[config.mk]
export PLATFORM = sky130hd
export DESIGN_NAME = digit_scanner
export DESIGN_NICKNAME = d
export VERILOG_FILES = /design/src/rtl/disp_pkg.sv /design/src/rtl/seg_decoder.sv /design/src/rtl/digit_scanner.sv
export SDC_FILE = /design/constraint.sdc
export NUM_CORES = 1
export LEC_CHECK = 0
export BUFFER_PORTS_ARGS = -buffer_cell sky130_fd_sc_hd__buf_2
export CAP_MARGIN = 20
export CORE_AREA = 2 2 75 84
export CTS_BUF_LIST = sky130_fd_sc_hd__clkbuf_4 sky130_fd_sc_hd__clkbuf_8
export DETAILED_ROUTE_END_ITERATION = 8
export DIE_AREA = 0 0 77 86
export GPL_ROUTABILITY_DRIVEN = 0
export MAX_ROUTING_LAYER = met4
export PLACE_DENSITY_LB_ADDON = 0.05
export SLEW_MARGIN = 20
export SYNTH_ARGS = -nofsm -noshare
export SYNTH_HDL_FRONTEND = slang
export SYNTH_HIERARCHICAL = 1
export SYNTH_SLANG_ARGS = --single-unit
[constraint.sdc]
create_clock -name i_clk -period 1.9 [get_ports i_clk]
set_input_delay 0.095 -clock i_clk [delete_from_list [all_inputs] [get_ports i_clk]]
set_output_delay 0.095 -clock i_clk [all_outputs]
set_load 0.005 [all_outputs]
[src/rtl/disp_pkg.sv]
// Shared types and constants for the 7-segment scan driver: FSM states,
// all-off patterns and the active-low hex segment table (gfedcba).
package disp_pkg;

  typedef enum logic [1:0] {
    ST_IDLE  = 2'd0,
    ST_BLANK = 2'd1,
    ST_DRIVE = 2'd2
  } state_e;

  localparam logic [6:0] SEG_OFF   = 7'b1111111;
  localparam logic [3:0] ANODE_OFF = 4'b1111;

  // Entry n is the pattern for hex digit n; index 0 sits in the low bits.
  localparam logic [15:0][6:0] SEG_LUT = {
    7'b0001110,  // F
    7'b0000110,  // E
    7'b0100001,  // d
    7'b1000110,  // C
    7'b0000011,  // b
    7'b0001000,  // A
    7'b0010000,  // 9
    7'b0000000,  // 8
    7'b1111000,  // 7
    7'b0000010,  // 6
    7'b0010010,  // 5
    7'b0011001,  // 4
    7'b0110000,  // 3
    7'b0100100,  // 2
    7'b1111001,  // 1
    7'b1000000   // 0
  };

endpackage

[src/rtl/seg_decoder.sv]
// Combinational hex-to-7-segment decoder, active-low outputs {g,f,e,d,c,b,a}.
module seg_decoder
  import disp_pkg::*;
(
  input  logic [3:0] hex_i,
  output logic [6:0] seg_o
);

  assign seg_o = SEG_LUT[hex_i];

endmodule

[src/rtl/digit_scanner.sv]
// 4-digit multiplexed 7-segment driver: FSM and counters pick the digit and
// slot phase; a registered output stage turns that state into pins.
//
// Handshake: none. i_en is a level; while high the scan free-runs, and while
// low (or during i_rst) every output is held at its off/zero value.
module digit_scanner
  import disp_pkg::*;
#(
  parameter int DIV   = 8,
  parameter int BLANK = 2,
  parameter int CNT_W = 16
) (
  input  logic             i_clk,
  input  logic             i_rst,
  input  logic             i_en,
  input  logic [8:0]       i_data,
  output logic [1:0]       o_ctrl,
  output logic [3:0]       o_anode,
  output logic [6:0]       o_seg,
  output logic             o_dp,
  output logic             o_frame,
  output logic [1:0]       o_dbg_state
);

  localparam logic [CNT_W-1:0] BLANK_LAST = CNT_W'(BLANK - 1);
  localparam logic [CNT_W-1:0] DRIVE_LAST = CNT_W'(DIV - BLANK - 1);

  state_e           state_q, state_d;
  logic [CNT_W-1:0] cnt_q, cnt_d;
  logic [1:0]       digit_q, digit_d;
  logic             wrap_q, wrap_d;

  logic [1:0]       ctrl_q, ctrl_d;
  logic [3:0]       anode_q, anode_d;
  logic [6:0]       seg_q, seg_d;
  logic             dp_q, dp_d;
  logic             frame_q, frame_d;

  logic [6:0]       dec_seg;
  logic             unused_data;

  assign unused_data = ^i_data[8:5];

  seg_decoder u_seg_decoder (
    .hex_i (i_data[3:0]),
    .seg_o (dec_seg)
  );

  always_comb begin
    state_d = state_q;
    cnt_d   = cnt_q;
    digit_d = digit_q;
    wrap_d  = 1'b0;
    if (!i_en) begin
      state_d = ST_IDLE;
      cnt_d   = '0;
      digit_d = 2'd0;
    end else begin
      unique case (state_q)
        ST_IDLE: begin
          state_d = ST_BLANK;
          cnt_d   = '0;
          digit_d = 2'd0;
        end
        ST_BLANK: begin
          if (cnt_q == BLANK_LAST) begin
            state_d = ST_DRIVE;
            cnt_d   = '0;
          end else begin
            cnt_d = cnt_q + 1'b1;
          end
        end
        ST_DRIVE: begin
          if (cnt_q == DRIVE_LAST) begin
            state_d = ST_BLANK;
            cnt_d   = '0;
            digit_d = digit_q + 2'd1;
            wrap_d  = (digit_q == 2'd3);
          end else begin
            cnt_d = cnt_q + 1'b1;
          end
        end
        default: begin
          state_d = ST_IDLE;
          cnt_d   = '0;
          digit_d = 2'd0;
        end
      endcase
    end
  end

  // Pins follow the FSM one edge later, so o_ctrl and the anodes always move
  // together and the anodes are already off when o_ctrl steps to a new digit.
  always_comb begin
    ctrl_d  = 2'd0;
    anode_d = ANODE_OFF;
    seg_d   = SEG_OFF;
    dp_d    = 1'b1;
    frame_d = 1'b0;
    if (i_en) begin
      ctrl_d  = digit_q;
      frame_d = wrap_q;
      if (state_q == ST_DRIVE) begin
        anode_d = ~(4'b0001 << digit_q);
        seg_d   = dec_seg;
        dp_d    = ~i_data[4];
      end
    end
  end

  always_ff @(posedge i_clk) begin
    if (i_rst) begin
      state_q <= ST_IDLE;
      cnt_q   <= '0;
      digit_q <= 2'd0;
      wrap_q  <= 1'b0;
      ctrl_q  <= 2'd0;
      anode_q <= ANODE_OFF;
      seg_q   <= SEG_OFF;
      dp_q    <= 1'b1;
      frame_q <= 1'b0;
    end else begin
      state_q <= state_d;
      cnt_q   <= cnt_d;
      digit_q <= digit_d;
      wrap_q  <= wrap_d;
      ctrl_q  <= ctrl_d;
      anode_q <= anode_d;
      seg_q   <= seg_d;
      dp_q    <= dp_d;
      frame_q <= frame_d;
    end
  end

  assign o_ctrl      = ctrl_q;
  assign o_anode     = anode_q;
  assign o_seg       = seg_q;
  assign o_dp        = dp_q;
  assign o_frame     = frame_q;
  assign o_dbg_state = state_q;

endmodule

After elaboration in Yosys (flattened, before gate mapping). Memory sizes are Yosys's and may differ from the RTL's. A register that Yosys moved wholly into a read port is not among the register bits. Cells that the tools add are included.

Add/subtract/negate cells: 2. Mux-type cells: 8. Equality and inequality tests: 7. Bitwise gates (word level): 6. Shifts and indexed selects: 1. Reductions and logical operators: 6.

Operators by type and width (count): $mux W16 (2); $pmux W16 S2 (1); $add A16 B1 Y16 const B (1); $eq A16 B1 Y1 const B (1); $eq A16 B3 Y1 const B (1); $mux W2 (3); $pmux W2 S3 (1); $not A1 Y1 (5); $eq A2 B2 Y1 const B (2); $ne A2 B2 Y1 const B (2); $not A4 Y4 (1); $pmux W2 S2 (1); $reduce_and A2 Y1 (2); $reduce_or A4 Y1 (1); $shl A1 B2 Y4 const A (1); $reduce_or A3 Y1 (1); $add A2 B1 Y2 const B (1); $eq A2 B1 Y1 const B (1); $logic_not A2 Y1 (1); $reduce_or A2 Y1 (1).

Bits in read-only memories: 112. Word-level logic and storage cells: 39. Input port bits: 12. Register bits: 29. Memories: 1. Output and inout bits: 17.

Memory list: (no name shown) (depth 16, bits a word 7, rd ports 1, clocked after Yosys merged registers in 1, wr ports 0, RTL line seg_decoder.sv:9) `assign seg_o = SEG_LUT[hex_i];`.

Longest topological paths before layout. Gate-level depths: netlist of the first run.

Depth in word-level cells: 3. Mapped depth: 8. Depth with buffers taken out: 7.

By module. Netlist of the first run, hierarchy kept.

Modules (own cells, without submodules): digit_scanner (times used 1, cells an instance 149, area each 1426.4 µm²); seg_decoder (times used 1, cells an instance 35, area each 247.7 µm²).

Worst setup path before layout of the first run. OpenSTA, ideal clock, no wires.

Kind: reg-to-reg. Start point: register cnt_q[0]. End point: register state_q[0] (netlist: o_dbg_state[0]). Arrival time: 1.595 ns. Stages on the path, launching flop included: 7. Data required time: 1.833 ns. Slack: 0.239 ns. Setup time: 0.067 ns. Buffers on the path: 0. Cells stage by stage: dfxtp_1 -> ha_1 -> nor4b_2 -> nand4_1 -> or3_4 -> a211o_1 -> a21oi_2.

Cells in the longest elaborated chain, start to end: 3. Elaborated cells between the ends (all ways): 5.

Ends and longest elaborated chain: start: declaration (RTL line digit_scanner.sv:29) `logic [CNT_W-1:0] cnt_q, cnt_d;`; start signal: assignment (RTL line digit_scanner.sv:124) `cnt_q <= cnt_d;`; $eq A16 B3 Y1 / $eq A16 B1 Y1 (equally long branches) (RTL line digit_scanner.sv:74, digit_scanner.sv:66); $ne A2 B2 Y1 (no source line); $reduce_and A2 Y1 (no source line) *; end signal: assignment (RTL line digit_scanner.sv:123) `state_q <= state_d;`; end: declaration (RTL line digit_scanner.sv:28) `state_e state_q, state_d;`.

Mark *: on every way between the ends. The rest lies on a longest branch, timed or not. A chain may end at the register's enable or synchronous reset.

Final worst setup path of the first run. Ends and elaborated chain as after synthesis.

==> results.md, run 1 <==
- Outcome: complete, no violations
- CTS tree: done
- Htree depth: 2
- Drt total wl: 3.52 mm
- WS Path Type: reg2reg
- Synth unique cells: 38
- TNS Setup: 0 ps
- Core area: 5730 µm²
- Slew Limit Fails: 0
- CTS max path bufs: 2
- # clock sinks: 36
- GRT Residual Overflow: 0
- Leakage power: 0.809 nW
- Pint: 1.25 mW
- Area share of the largest cell type after synthesis: 43.0%
- Worst endpoint required time: 2120 ps
- MaxCap Viol Count: 0
- DRC: 0
- Layout Skew: 5.52 ps
- Relative slew margins: 71.1%
- Maximum vdd drop: 0.000297 V
- Vias in the first global route: 1279
- Synthesized area: 1670 µm²
- Sequential area share after synthesis: 43.0%
- Synth top area cells: dfxtp_1 43%, ha_1 13%, nor2_1 5.8%
- Clock root cell: clkbuf_8
- Initial DRC count: 67
- Area leader, netlist: dfxtp_1
- Fin crit share: 94.9%
- Yosys warnings: 6
- Combinational share of power: 5.0%
- Switching pwr: 0.316 mW
- Unrepaired setup endpoints after global routing: false
- CP Launch Type: register
- Fin crit period: 1800 ps
- Placement Setup Slack: 44.5 ps
- Layout cells sized above 1: 23.9%
- Clk pwr share: 46.7%
- Area Overhead vs Synth: 27.6%
- Worst Hold Depth: 4
- Number of I/O pins: 29
- Dpl hpwl: 2.60 mm
- Global-route wire length before repair: 5.73 mm
- Overall Global Routing Usage: 11.4%
- Seq pwr share: 48.3%
- Mapped Nets: 213
- Antenna viol nets, final: 0
- Worst Reg2Reg Path Length in Cells: 6
- Initial Utilization: 29.2%
- Inserted Diodes: 0
- Synth Register Bits: 36
- Worst-Skew Late Latency: 280 ps
- # setup viols final: 0
- Antenna violations before repair: 0
- Die area: 6620 µm²
- Largest net degree at the start of global routing: 17
- Via count: 1311
- Clk slew on worst S/H paths: 70 ps
- Max FO, Critical Path: 4
- # nets final: 250
- Setup ws final: 97.5 ps
- Power per cell area: 734 nW/µm²
- Hold Fails Final Rpt: 0
- Worst-Margin Slew: 433 ps
- Die W: 77 µm
- Routed len/inst: 11.8 µm
- Die height: 86 µm
- # fillers: 623
- Port buffer count: 24
- Critical Path AT: 2020 ps
- Num rows: 29
- Syn Inst Count: 184
- Sw Ratio: 20.1%
- Critical path endpoint category: register
- Max Freq: 555 MHz
- DRT Pass-1 Iters: 4
- Post-synthesis average cell area: 9.10 µm²
- Vias per cell: 4.38
- HP Class: in2reg
- Clock buffer count from CTS: 5
[registers in the layout, indices dropped and copies added (netlist names)]
| name | count |
|---|---|
| cnt_q | 16 |
| o_seg | 7 |
| o_anode | 4 |
| digit_q | 2 |
| o_ctrl | 2 |
| o_dbg_state | 2 |
| o_dp | 1 |
| o_frame | 1 |
| wrap_q | 1 |
[routing by layer]
metal | global-route usage, % | up-vias | routed length (µm) | share of wire (%)
met2 | 20.9 | 20 | 1860 | 53
met5 | - | - | 0 | 0
li1 | - | 685 | - | -
met4 | 4.38 | 0 | 62 | 1.8
met3 | 3.47 | 7 | 108 | 3.1
met1 | 11.3 | 599 | 1490 | 42
[cell families after synthesis]
group / Yosys count / share of synthesized area, %
adders and majority gates: 17 / 12.7
buffers and inverters: 14 / 3.89
xor gates and xnor gates: 14 / 7.32
DFF: 36 / 43.0
muxes: 3 / 1.94
AOI/OAI and AO/OA: 17 / 6.43
and+or+nand+nor: 83 / 24.7
[per-stage QoR]
stage / hold slack (ps) / util, % / cell area, µm² / std cells / power, mW
detailed placement: 262 / 33.4 / 1910 / 286 / 0.849
finish: 147 / 37.3 / 2140 / 299 / 1.57
global placement: 256 / 33.4 / 1910 / 286 / 0.847
CTS: 114 / 35.7 / 2050 / 295 / 1.60
global route: 150 / 37.3 / 2140 / 299 / 1.65
floorplan: 157 / - / 1670 / 184 / 0.827
[cell usage after synthesis (all sizes together)]
cell and count:
nor4b 1, ha 17, a31oi 1, nor3 4
clkbuf 1, nand3 7, and2 2, nor4 3
dfxtp 36, a21oi 4, nor2b 1, xnor2 7
a21boi 1, nand2b 3, buf 3, o22ai 2
mux2i 1, or3 8, mux2 2, and3 2
o211ai 1, o21a 1, inv 10, xor2 7
and4 1, a211o 1, nand2 20, o21ai 5
o22a 1, nor2 26, or2 1, nand4 4
[area by class of cell]
class	instances	area (µm²)	share of cell area, %
Timing Repair Buffer	34	228	10.7
Tap cell	77	96.3	4.51
Sequential cell	36	723	33.9
Clock buffer	7	96.3	4.51
Inverter	10	37.5	1.76
Multi-Input combinational cell	134	925	43.3
Clock inverter	1	30.0	1.41
[power groups by stage]
stage               logic, mW  clock network [mW]  registers [mW]
floorplan              0.0525                   0           0.775
global placement       0.0717                   0           0.775
detailed placement     0.0737                   0           0.775
CTS                    0.0757               0.763           0.757
global route           0.0884               0.806           0.758
finish                 0.0788               0.732           0.758
[worst max-delay path: stages (launching register included)]
cell and delay (ps):
dfxtp_2 380, ha_4 130, nor4b_4 160, nand4_1 210, or3_4 460, a211o_1 280
a21oi_2 110
[final timing paths]
path	from	to	slack, ps
max	cnt_q[0]	o_dbg_state[0]	100
min	i_rst	o_dbg_state[1]	150
max reg2reg	cnt_q[0]	o_dbg_state[0]	100
min reg2reg	wrap_q	o_frame	430
[cell usage in the layout, fill, tap and decap left out, types with 9 or more instances in the layout]
cell	count
ha_1	16
dfxtp_1	34
nand2_1	20
buf_2	24
inv_1	9
nor2_1	26
[what timing repair did]
action | CTS | global route
buffers inserted | 0 | 3
gates resized for setup | 0 | 8
hold buffers | 1 | 0
hold endpoints to repair | 1 | 0
endpoints found under the setup margin | 0 | 17
Power figures use the tool's default switching activity.
==> inputs of run 2 (changes only) <==
clock period = 1.8 ns   (was 1.9 ns; I/O delays follow)
==> results.md, run 2 (synthesis results as in run 1) <==
- Outcome: complete, no violations
- Port buffer count: 24 (unchanged)
- Most frequent cells in the layout: 34 x dfxtp_1, 26 x nor2_1, 24 x buf_2
- Die area: 6620 µm² (unchanged)
- Antenna viol nets, final: 0 (unchanged)
- Clk pwr share: 38.1% (-8.6 points)
- Final hold slack: 145 ps (-1.99 ps)
- DRC: 0 (unchanged)
- # clock sinks: 36 (unchanged)
- Pint: 1.11 mW (-11%)
- Hold Fails Final Rpt: 0 (unchanged)
- Num rows: 29 (unchanged)
- Layout cells sized above 1: 24.7% (+0.79 points)
- Global-route wire length before repair: 5.84 mm (+1.9%)
- CP startpoint: cnt_q[4]
- Inst Count DP: 288 (+0.70%)
- CTS max path bufs: 2 (unchanged)
- Initial Utilization: 29.2% (unchanged)
- Layout Skew: 3.07 ps (-2.45 ps)
- Via count: 1301 (-0.76%)
- Drt total wl: 3.42 mm (-2.8%)
- Antenna violations before repair: 0 (unchanged)
- # setup viols final: 0 (unchanged)
- HP Class: in2reg
- Largest net degree at the start of global routing: 17 (unchanged)
- Vias in the first global route: 1305 (+2.0%)
- Dpl hpwl: 2.54 mm (-2.4%)
- Max FO, Critical Path: 3 (-1)
- Seq pwr share: 56.2% (+7.9 points)
- Max Freq: 578 MHz (+4.2%)
- Core area: 5730 µm² (unchanged)
- Switching pwr: 0.311 mW (-1.4%)
- Die W: 77 µm (unchanged)
- Setup ws final: 69.5 ps (-28.0 ps)
- Combinational share of power: 5.7% (+0.7 points)
- Routed len/inst: 11.4 µm (-3.1%)
- Placement Setup Slack: 2.42 ps (-42.1 ps)
- Clock root cell: clkbuf_8
- Vias per cell: 4.34 (-1.1%)
- Relative slew margins: 71.4% (+0.26 points)
- Clock buffer count from CTS: 5 (unchanged)
- Power per cell area: 682 nW/µm² (-7.1%)
- MaxCap Viol Count: 0 (unchanged)
- CTS tree: done
- Largest register FFs: 16 (unchanged)
- WS Path Type: reg2reg
- Clk slew on worst S/H paths: 70 ps (about the same)
- DRT Pass-1 Iters: 4 (unchanged)
- Critical Path AT: 1940 ps (-80 ps)
- Total power: 1.42 mW (-9.2%)
- Fin crit share: 96.1% (+1.3 points)
- Area Overhead vs Synth: 24.7%
- GRT Residual Overflow: 0 (unchanged)
- Non-Filler Instances: 300 (+0.33%)
- Worst-Margin Slew: 429 ps (-3.93 ps)
- # nets final: 252 (+0.80%)
- CP Launch Type: register
- Critical path endpoint category: register
- Most common cell after layout, fill and taps aside: dfxtp_1
- Slew Limit Fails: 0 (unchanged)
- Hold path start: i_rst
- Overall Global Routing Usage: 11.5% (+0.15 points)
- Sw Ratio: 21.9% (+1.7 points)
- Worst endpoint required time: 2010 ps (-110 ps)
- Inserted Diodes: 0 (unchanged)
- Worst-Skew Late Latency: 280 ps (about the same)
- Maximum vdd drop: 0.000334 V (+12%)
- Leakage power: 0.791 nW (-2.2%)
- Unrepaired setup endpoints after global routing: true
- Die height: 86 µm (unchanged)
- Number of I/O pins: 29 (unchanged)
- Fin crit period: 1730 ps (-72.0 ps)
- Initial DRC count: 34 (-49%)
- Htree depth: 2 (unchanged)
- RR Startpoint: cnt_q[4]
- Largest reg by FF count: cnt_q
[run 2: changes by cell type in the layout (fill, tap and decap cells not counted)]
cell       previous run  this run
clkbuf_8              7         5
nand4_2               0         1
bufinv_16             1         0
o22a_4                0         1
clkinv_2              0         1
clkbuf_4              0         1
nand4_4               1         0
buf_4                 7        10
o22a_1                1         0
clkbuf_16             1         0
[run 2: timing repair]
item                       in CTS  in global routing
pin swaps                       3                  5
gates resized for setup         4                  5
hold buffers                    1                  0
hold endpoints to repair        1                  0
cloned                          0                  0
setup buffers                   3                  1
setup endpoints to repair       1                 19
[run 2: cell type report]
cell class	instances	area, µm²
Clock inverter	1	5.00
Fill cell	639	3640
Timing Repair Buffer	36	225
Inverter	10	37.5
Sequential cell	36	723
Clock buffer	6	76.3
Tap cell	77	96.3
Multi-Input combinational cell	134	925
[run 2: through the flow]
stage / TNS (ps) / area (µm²) / util [%]
finish: 0 / 2090 / 36.4
global route: -13.8 / 2090 / 36.4
CTS: 0 / 2060 / 35.9
detailed placement: 0 / 1930 / 33.6
global placement: 0 / 1930 / 33.6
floorplan: 0 / 1670 / -
[run 2: path summary, 6_finish.rpt]
check             slack (ps)        endpoint  depth (start not counted)
setup / recovery          70  o_dbg_state[0]                          5
setup reg to reg          70  o_dbg_state[0]                          5
hold reg to reg          430         o_frame                          1
hold / removal           140  o_dbg_state[1]                          4
[run 2: power by group through the flow]
stage	Combinational (mW)	Sequential (mW)	Clock [mW]
2_1_floorplan	0.0554	0.818	0
6_report	0.0815	0.800	0.542
5_1_grt	0.0933	0.800	0.624
3_5_place_dp	0.0765	0.818	0
4_1_cts	0.0818	0.800	0.570
3_3_place_gp	0.0763	0.818	0
[run 2: critical path, stage by stage, from the launching register on]
cell	delay, ps
dfxtp_1	340
nor4_1	320
nand4_1	210
or3_4	390
a211o_1	310
a21oi_2	110
[run 2: layer usage]
layer	vias up	share of wire, %	track usage (%)	wire, µm
met5	-	0	-	0
met4	0	2.0	5.36	69
met3	6	2.6	2.84	88
met2	15	52	20.0	1800
met1	594	43	12.4	1470
li1	686	-	-	-
==> inputs of run 3 (changes only) <==
ABC_AREA = 1   (was not set)
CORE_AREA = 2 2 79 88   (was 2 2 75 84)
DIE_AREA = 0 0 81 90   (was 0 0 77 86)
SKIP_LAST_GASP = 1   (was not set)
==> results.md, run 3 <==
- Maximum vdd drop: 0.000237 V (-29%)
- Worst endpoint required time: 1970 ps (-40 ps)
- Most common cell after layout, fill and taps aside: nand2_1
- Worst Hold Depth: 4 (unchanged)
- Inst Count DP: 346 (+20%)
- CTS tree: done
- Vias per cell: 4.20 (-3.2%)
- Worst path top cell family by delay: simple AND/OR/NAND/NOR gates
- Synth Register Bits: 36 (unchanged)
- Clk slew on worst S/H paths: 70 ps (about the same)
- MaxCap Viol Count: 0 (unchanged)
- Fin crit share: 86.0% (-10 points)
- Area share of the largest cell type after synthesis: 38.4% (-4.6 points)
- Post-synth top flop: dfxtp_1
- Power per cell area: 688 nW/µm² (+0.88%)
- Routed len/inst: 10.4 µm (-9.1%)
- Worst-Skew Late Latency: 290 ps (about the same)
- Layout cells sized above 1: 19.8% (-4.9 points)
- Ys async rst share: 0% (unchanged)
- Die W: 81 µm (+5.2%)
- DR WL met3: 153 µm (+74%)
- DRC: 0 (unchanged)
- Outcome: complete, no violations
- Die height: 90 µm (+4.7%)
- Most frequent cells in the layout: 61 x nand2_1, 36 x dfxtp_1, 32 x nor2_1
- Overall Global Routing Usage: 11.7% (+0.20 points)
- Hold-fix buffers at CTS: 1 (unchanged)
- Antenna violations before repair: 0 (unchanged)
- Hold Fails Final Rpt: 0 (unchanged)
- # fillers: 753 (+18%)
- Yosys warnings: 6 (unchanged)
- DR top layer: met4
- Post-synth EDFFs: 0 (unchanged)
- Synthesized area: 1880 µm² (+12%)
- Dpl hpwl: 2.84 mm (+12%)
- Sequential area share after synthesis: 38.4% (-4.6 points)
- # setup viols final: 0 (unchanged)
- Num rows: 31 (+6.9%)
- Placement Setup Slack: 228 ps (+225 ps)
- Initial Utilization: 29.1% (-0.072 points)
- Setup Buffers After CTS: 0 (-3)
- Clock root cell: clkbuf_8
- RR Startpoint: cnt_q[0]
- Global-route wire length before repair: 6.41 mm (+9.8%)
- Mapped Nets: 272 (+28%)
- Worst reg-to-reg setup slack: 250 ps (+180 ps)
- Non-Filler Instances: 355 (+18%)
- Most frequent cells after synthesis: 61 x nand2_1, 36 x dfxtp_1, 32 x nor2_1, 31 x inv_1, 17 x ha_1
- CTS max path bufs: 2 (unchanged)
- Largest net degree at the start of global routing: 16 (-1)
- Fin crit period: 1550 ps (-183 ps)
- Initial DRC count: 29 (-15%)
- Slew Limit Fails: 0 (unchanged)
- Hold path start: i_rst
- Leakage power: 0.932 nW (+18%)
- Inserted Diodes: 0 (unchanged)
- Max Freq: 646 MHz (+12%)
- Largest register FFs: 16 (unchanged)
- CP bufs+invs: 0 (unchanged)
- R2r endpoint: cnt_q[9]
- Synth top area cells: dfxtp_1 38%, nand2_1 12%, ha_1 11%
- Most numerous cell in the Yosys netlist: nand2_1
- Worst-Margin Slew: 381 ps (-48.6 ps)
- Max FO, Critical Path: 15 (+12)
- Antenna viol nets, final: 0 (unchanged)
- # nets final: 301 (+19%)
- Vias in the first global route: 1453 (+11%)
- Core area: 6440 µm² (+12%)
- Setup ws final: 252 ps (+183 ps)
- Post-cts sizing count: 0 (-4)
- Drt total wl: 3.68 mm (+7.6%)
- GRT Residual Overflow: 0 (unchanged)
- Area Overhead vs Synth: 15.5%
- Clock buffer count from CTS: 5 (unchanged)
- WS Path Type: reg2reg
- Wl on met1: 1.74 mm (+18%)
- Htree depth: 2 (unchanged)
- Worst Reg2Reg Path Length in Cells: 8 (+3)
- CP Launch Type: register
- Die area: 7290 µm² (+10%)
- Met2 WL: 1.74 mm (-3.2%)
- Unrepaired setup endpoints after global routing: false
- Worst path cell trace: ha_1, nand3_1, nor2_1, nand2_2, nand2_4, nand2_2, nand2_4, nor2_1
- TNS Setup: 0 ps (unchanged)
- Critical-path top delay cell: dfxtp_1
- Post-synthesis average cell area: 7.72 µm² (-15%)
- # clock sinks: 36 (unchanged)
- Worst Hold Path EP: digit_q[1]
- Synth unique cells: 25 (-34%)
- Final instance area: 2170 µm² (+3.8%)
- Port buffer count: 24 (unchanged)
- DRT Pass-1 Iters: 4 (unchanged)
- Critical Path AT: 1720 ps (-220 ps)
- Area leader, netlist: dfxtp_1
- Via count: 1490 (+15%)
- Largest reg by FF count: cnt_q
- Syn Inst Count: 243 (+32%)
- Critical path endpoint category: register
- Relative slew margins: 74.4% (+3.0 points)
- Placed inst area: 2060 µm² (+7.1%)
- HP Class: in2reg
- CP peak stage delay: 400 ps (about the same)
- Number of I/O pins: 29 (unchanged)
- Layout Skew: 8.99 ps (+5.92 ps)
==> run 3: per-stage QoR <==
stage	util (%)	total power, mW	hold WS [ps]
floorplan	-	0.893	160
global placement	32.1	0.919	261
detailed placement	32.1	0.919	269
CTS	33.7	1.53	66.1
global route	33.7	1.58	78.3
finish	33.7	1.49	77.5
==> run 3: cell type report <==
class	count	area, µm²	area share (%)
clock buffers	7	83.8	3.87
clock inverters	1	8.76	0.404
well taps	82	103	4.73
repair buffers	26	138	6.35
inverters	32	120	5.54
multi-input cells	171	993	45.8
flip-flops and latches	36	721	33.3
==> run 3: report_power, final <==
part           total (mW)  internal (mW)  switching [mW]
clock network       0.592          0.307           0.285
logic              0.0965         0.0359          0.0606
registers           0.802          0.799         0.00337
==> run 3: how the worst max path moves through the flow <==
| stage | depth (start not counted) | slack, ps | to | start |
|---|---|---|---|---|
| after detailed placement | 8 | 230 | cnt_q[15] | cnt_q[0] |
| after global routing | 8 | 40 | cnt_q[8] | cnt_q[0] |
| final | 8 | 250 | cnt_q[9] | cnt_q[0] |
| after global placement | 8 | 220 | cnt_q[12] | cnt_q[0] |
| after floorplan | 8 | 420 | cnt_q[14] | cnt_q[0] |
| after CTS | 8 | 210 | cnt_q[9] | cnt_q[0] |
==> run 3: cell families (layout without fill, tap and decap cells) <==
group,Yosys count,in the layout,share of synthesized area [%]
AOI/OAI and AO/OA,13,13,4.14
buffers and inverters,36,66,8.61
xor gates and xnor gates,10,10,4.67
and+or+nand+nor,131,131,32.8
DFF,36,36,38.4
adders and majority gates,17,17,11.3
==> run 3: layer usage <==
metal	up-vias	global-route usage [%]
met2	22	18.9
met1	666	13.4
li1	798	-
met5	-	-
met3	4	3.61
met4	0	4.66
==> run 3: worst min-delay path, delay by kind of cell <==
kind | cells | cell delay, ps
buf+inv | 1 | 100
simple gates | 3 | 140
